`src/rtl/mux_8x1_rr.sv`:
```
`default_nettype none
// ============================================================================
//  Module   : mux_8x1_rr
//  Brief    : 8:1 round-robin valid/ready merge onto one registered stream,
//             each word tagged with its 3-bit source channel.
//  Revision : 1.0 - initial release
// ============================================================================
module mux_8x1_rr #(
    parameter int DATA_W = 8
) (
    input  logic                  clk,
    input  logic                  rst_n,
    input  logic [7:0]            in_valid,
    input  logic [8*DATA_W-1:0]   in_data,
    output logic [7:0]            in_ready,
    output logic                  out_valid,
    output logic [DATA_W-1:0]     out_data,
    output logic [2:0]            out_sel,
    input  logic                  out_ready
);

    localparam int c_NUM_CH = 8;

    logic [DATA_W-1:0] w_chan [c_NUM_CH];
    logic              w_load;
    logic              w_any;
    logic [2:0]        w_grant;

    logic              r_out_valid;
    logic [DATA_W-1:0] r_out_data;
    logic [2:0]        r_out_sel;
    logic [2:0]        r_ptr;

    generate
        for (genvar gi = 0; gi < c_NUM_CH; gi++) begin : g_chan
            assign w_chan[gi] = in_data[gi*DATA_W +: DATA_W];
        end
    endgenerate

    assign w_load = ~r_out_valid | out_ready;

    // First valid channel scanning upward from the pointer, wrapping mod 8.
    always_comb begin
        w_any   = 1'b0;
        w_grant = 3'd0;
        for (int k = 0; k < c_NUM_CH; k++) begin
            if (!w_any && in_valid[r_ptr + 3'(k)]) begin
                w_any   = 1'b1;
                w_grant = r_ptr + 3'(k);
            end
        end
    end

    // rst_n gating keeps in_ready low for the whole reset interval.
    assign in_ready = (rst_n && w_load && w_any) ? (8'b1 << w_grant) : 8'b0;

    always_ff @(posedge clk or negedge rst_n) begin
        if (!rst_n) begin
            r_out_valid <= 1'b0;
            r_out_data  <= '0;
            r_out_sel   <= 3'd0;
            r_ptr       <= 3'd0;
        end else if (w_load) begin
            if (w_any) begin
                r_out_valid <= 1'b1;
                r_out_data  <= w_chan[w_grant];
                r_out_sel   <= w_grant;
                r_ptr       <= w_grant + 3'd1;
            end else begin
                r_out_valid <= 1'b0;
            end
        end
    end

    assign out_valid = r_out_valid;
    assign out_data  = r_out_data;
    assign out_sel   = r_out_sel;

endmodule
`default_nettype wire
```
`config.mk`:
```
export PLATFORM = sky130hd
export DESIGN_NAME = mux_8x1_rr
export DESIGN_NICKNAME = d
export VERILOG_FILES = /design/src/rtl/mux_8x1_rr.sv
export SDC_FILE = /design/constraint.sdc
export NUM_CORES = 1
export LEC_CHECK = 0
export ABC_CLOCK_PERIOD_IN_PS = 8450
export BUFFER_PORTS_ARGS = -buffer_cell sky130_fd_sc_hd__buf_2
export CAP_MARGIN = 15
export CORE_MARGIN = 4
export CORE_UTILIZATION = 45
export CTS_CLUSTER_DIAMETER = 150
export DETAILED_ROUTE_END_ITERATION = 12
export PLACE_DENSITY = 0.76
export SLEW_MARGIN = 20
export SYNTH_ARGS = -nofsm -noshare
export SYNTH_HDL_FRONTEND = slang
export SYNTH_SLANG_ARGS = --single-unit
```
`constraint.sdc`:
```
create_clock -name clk -period 8.45 [get_ports clk]
set_clock_uncertainty 0.15 [all_clocks]
set_input_delay 0.845 -clock clk [delete_from_list [all_inputs] [get_ports clk]]
set_output_delay 0.845 -clock clk [all_outputs]
set_load 0.03 [all_outputs]
```
* Yosys cells after proc, flatten, opt, wreduce, memory -nomap -nowiden
Cells that the tools add are included.
** Word-level totals
- Register bits :: 15
- Bits of input ports :: 75
- Output and inout port bits :: 20
- Logic and storage cells :: 79
** Cells by class
- $add $sub $neg :: 8
- Magnitude comparators :: 9
- Shift operators :: 1
- Multiplexer cells :: 37
- Bitwise gates (word level) :: 3
- Reduce and logical (&&, ||, !) cells :: 17
** Operator list (count)
- less-than comparator 3 x 4 -> 1 bit (second input constant) :: 8
- binary-select mux 1 bit (select 3 bit) :: 8
- binary-select mux 8 bit (select 3 bit) :: 1
- two-way mux 3 bit :: 8
- two-way mux 8 bit :: 3
- two-way mux 1 bit :: 17
- adder 3 bit (second input constant) :: 4
- logical AND 1 bit :: 9
- << shifter 1 x 3 -> 8 bit (first input constant) :: 1
- logical NOT 1 bit :: 7
- adder 3 x 1 -> 3 bit (second input constant) :: 2
- adder 3 x 2 -> 3 bit (second input constant) :: 2
- >= comparator 4 bit (second input constant) :: 1
- inverter 3 -> 4 bit :: 1
- AND reduction 2 bit :: 1
- inverter 1 bit :: 1
- bitwise OR 1 bit :: 1

* Depth between registers and ports, before layout
- Depth in word-level cells :: 28
- Depth in mapped cells :: 16

* Worst setup path before layout
Ideal clock, no wire load.
- Path type :: register -> output
- Start point :: reg r_ptr[1]
- End point :: out in_ready[1]
- Arrival time :: 4.046 ns
- Data required time :: 7.455 ns
- Setup slack :: 3.409 ns
- Stages on the path, launching flop included :: 15
- Path buffers :: 5
- Cell sequence :: dfrtp_1 -> buf_6 -> buf_2 -> inv_1 -> ha_1 -> buf_4 -> mux4_2 -> mux2i_4 -> nand2_1 -> or4_4 -> a21oi_2 -> nor2_2 -> buf_6 -> buf_6 -> nor4_1
** Between the ends
- Cells in the longest elaborated chain, start to end :: 26
- Elaborated cells on any way between the ends :: 56
- Those cells by class :: add/sub: 7; shift: 1; mux: 33; reduce/logical: 15
** Ends and longest elaborated chain
- start, declared :: RTL line 32 : logic [2:0] r_ptr;
- start signal, assigned :: RTL line 68 : r_ptr <= w_grant + 3'd1;
- branches (longest 25 deep; another with adder 3 x 1 -> 3 bit)
- two-way mux 8 bit * :: RTL line 55 : assign in_ready = (rst_n && w_load && w_any) ? (8'b1 << w_grant) : 8'b0;
- end, declared :: RTL line 15 : output logic [7:0] in_ready,
Every way passes the cells marked *. The select of a mux whose other input is x is not followed.

* Worst setup path in the final report
- Start point :: reg r_ptr[1]
- End point :: out in_ready[3]
Same word-level chain as after synthesis.

==> results.md <==
Final layout:
- The number of antenna cells inserted is 0.
- The count of filler cells inserted in the layout is 419.
- The library cells used most frequently in the layout, excluding fill and tap cells, are buf_2, mux2i_1, a22oi_1.
- The finished cells cover 2670 um2.
- Measured on the finished design, the core utilization comes to 57.0%.
- The ratio of cells with drive above 1 in the final layout is 44.0%.
- The final layout contains 380 nets.
- The most common cell after layout, fill and taps aside is buf_2.
- The layout overhead on the synthesized area is 22.8%.

Logic synthesis:
- The number of warning messages in the yosys log is 0.
- The basic-gate share of the synthesized area counting and, or, nand and nor cells is 13.4%.
- After Yosys synthesis, XOR and XNOR cells account for 3.11% of the synthesized area.
- The synthesized netlist occupies a cell area of 2180 um2.
- The number of enable flip-flop cells after synthesis is 0.
- Synthesis inferred 15 register bits.
- The post-synthesis share of cell area spent on full adders, half adders and majority gates is 2.30%.
- Counting flops with an async set or reset pin after synthesis yields a share of 100%.
- The sequential area share after synthesis is 17.3%.
- The post-synthesis mux area share is 38.2%.
- The count of mapped cells out of synthesis is 215.
- Summing the areas of all compound-gate instances in the mapped netlist gives 19.1% of the synthesized area.
- The mean instance size in the synthesized netlist is 10.1 um2.
- Yosys mapped the design onto 57 distinct sky130hd cell types.
- The most used flip-flop cell after synthesis is dfrtp_1.
- Synthesis produced a netlist with a net count of 294.
- The largest family of logic cells by synthesized area is multiplexers.

Clocking:
- For the worst-skew pair, the clock arrives at the later sink with an insertion delay of 0.25 ns.
- The post-cts sizing count is 0.
- The clock net sink count is 15.
- The total number of H-tree levels is 1.
- The number of post-CTS setup repair buffers is 0.
- No sink is reached through more buffers than the 2 on the longest clock path.
- Clock tree synthesis selected as its root buffer the cell clkbuf_8.
- TritonCTS built the clock tree.
- The clock slew at the register clock pins of the worst setup and hold paths is 0.07 ns.
- The TritonCTS buffer count is 3.
- Buffers inserted to repair hold after CTS numbered 0.

Floorplan:
- From left edge to right edge, the die measures 77.5 um.
- The floorplan step defined a die boundary enclosing 6010 um2.
- The number of cell rows is 25.
- The I/O pin total is 95.
- Measured along the y axis, the die boundary spans 77.5 um.
- The effective utilization at floorplan is 46.4%.
- After floorplanning, the core was sized to cover 4690 um2.

Setup path:
- Of all nets on the critical path, the largest fanout is 38.
- The type of the worst setup path is flop to output port.
- Data arrives at the worst endpoint at 4.77 ns.
- The endpoint identified for the worst register-to-register timing path is r_ptr[2]$_DFFE_PN0P_.
- The kind of start point of the critical path is a flop.
- The first element of the critical path is r_ptr[1]$_DFFE_PN0P_.
- The termination of the worst setup path is in_ready[3].
- STA classifies the critical path endpoint as an output port.
- The reg-to-reg setup timing slack is 3.64 ns.
- The critical path data required time is 7.46 ns.
- The number of cells on the worst reg-to-reg path is 12.
- The startpoint identified for the worst register-to-register timing path is r_ptr[1]$_DFFE_PN0P_.

Timing:
- For the final routed database, the setup TNS stands at 0 ns.
- Setup violations remaining at the end of the flow were counted as 0.
- After layout, the worst path uses 68.2% of the clock period.
- The final hold violation count is 0.
- The number of max-slew violations in the final report is 0.
- The routed design could run at a clock period as short as 5.76 ns.
- The transition time at the pin with the least slew margin is 0.784 ns.
- Setup repair after global routing left no endpoint under its margin.
- The achievable frequency is 173 MHz.
- The normalized max-slew margin is 47.7%.

GRT:
- Global routing consumed, on the met2 layer, 34.2% of the routing resources.
- The met3 capacity usage during global routing is 3.60%.
- Entering global routing, the biggest net connects 39 pins.
- For met1 alone, demand over resource in global routing was 24.7%.
- The most used routing layer is met2.
- Global routing finished with a remaining overflow of 0.
- The number of antenna violations at the first check in global routing is 0.
- Global routing used 19.8% of the available tracks across all layers.
- The number of global-route vias before repair came to 2114.
- The first-pass GRT wire length is 9840 um.

Routing:
- The pre-antenna-repair detailed-routing pass consisted of 6 iterations.
- The number of remaining DRC errors is 0.
- The via count of the routed design is 2074.
- The total wirelength of the detailed-routed design is 5910 um.
- The first routing iteration left 165 violations.
- The remaining antenna violation count is 0.
- The detail-routed net length per standard cell is 16.7 um.
- The vias per cell is 5.86.

Run status:
- The flow ran to the end, and the final reports show no timing, DRC or antenna violations.

Placement:
- Once detailed placement completed, the half-perimeter wirelength came to 4740 um.
- The placed cell area is 2620 um2.
- The count of buffers added on input and output ports is 94.
- At the end of routability-driven placement, the weighted congestion stood at 1.01.

Job:
- The tool flagged a number of max-cap violations equal to 0.

Worst hold path:
- The path class of the tightest hold or removal check is flop to flop.
-- metrics by stage --
stage	setup WS, ns	cells	hold slack, ns
2_1_floorplan	3.41	215	0.399
3_5_place_dp	2.97	350	0.329
6_report	2.69	354	0.349
3_3_place_gp	3.10	350	0.325
4_1_cts	2.67	354	0.355
5_1_grt	2.29	354	0.381
-- cell usage after synthesis, types with 2 or more instances --
library cell  count  area [um2]
inv_1             6        22.5
a21oi_1           8        40.0
ha_1              4        50.1
nor2_1            8        30.0
dfrtp_1          15         375
xnor2_1           3        26.3
mux4_2           13         293
a31o_1            8        70.1
mux2i_1          42         420
nor2b_1          10        62.6
nor2_2            3        18.8
a31oi_1           2        12.5
and3_1            3        18.8
xnor2_2           2        32.5
and2_1            6        37.5
nand2_1          11        41.3
a22oi_1          16         120
buf_2             5        25.0
mux2_2            3        33.8
mux2i_4           2        45.0
o21a_1            3        22.5
clkbuf_1          3        11.3
nor4_1            2        12.5
buf_6             4        45.0
-- registers in the layout, indices dropped and copies added (netlist names) --
name / cells
out_data: 8
out_sel: 3
out_valid: 1
r_ptr: 3
-- critical path, stage by stage (launching register included) --
cell	delay, ns
dfrtp_1	0.85
inv_1	0.14
ha_1	0.65
mux4_1	0.72
mux2i_4	0.23
nand2_1	0.14
or4_4	0.50
a21oi_2	0.19
nor2_4	0.05
buf_4	0.29
nor2_1	0.23
ha_1	0.16
and3_1	0.14
buf_2	0.20
-- logic make-up (layout without fill, tap and decap cells) --
group                      count (synthesis)  in the layout
xor gates and xnor gates                   6              6
muxes                                     62             62
adders and majority gates                  4              4
and+or+nand+nor                           52             52
buffers and inverters                     22            107
AOI/OAI and AO/OA                         54             54
DFF                                       15             15
-- layout make-up --
class	count	area (um2)	area share, %
multi-input cells	178	1670	62.5
repair buffers	96	485	18.2
flip-flops and latches	15	375	14.0
well taps	54	67.6	2.53
clock buffers	3	41.3	1.54
inverters	7	26.3	0.983
clock inverters	1	7.51	0.281
-- how the worst min path moves through the flow --
stage | endpoint | depth (start not counted) | startpoint | slack (ns)
6_report | out_sel[0]$_DFFE_PN0P_ | 1 | out_sel[0]$_DFFE_PN0P_ | 0.35
5_1_grt | r_ptr[2]$_DFFE_PN0P_ | 1 | rst_n | 0.38
4_1_cts | out_sel[0]$_DFFE_PN0P_ | 1 | out_sel[0]$_DFFE_PN0P_ | 0.35
3_5_place_dp | out_sel[0]$_DFFE_PN0P_ | 1 | out_sel[0]$_DFFE_PN0P_ | 0.33
3_3_place_gp | out_sel[0]$_DFFE_PN0P_ | 1 | out_sel[0]$_DFFE_PN0P_ | 0.32
2_1_floorplan | out_data[0]$_DFFE_PN0P_ | 0 | rst_n | 0.40
-- routing by layer --
metal / routed length, um / up-vias
met3: 263 / 12
met1: 2440 / 984
met5: 0 / -
met4: 103 / 0
li1: - / 1017
met2: 3100 / 61
Power is left out: the tool's default activity adds up to more than one toggle a clock period on the data nets, which glitch-free logic cannot reach.
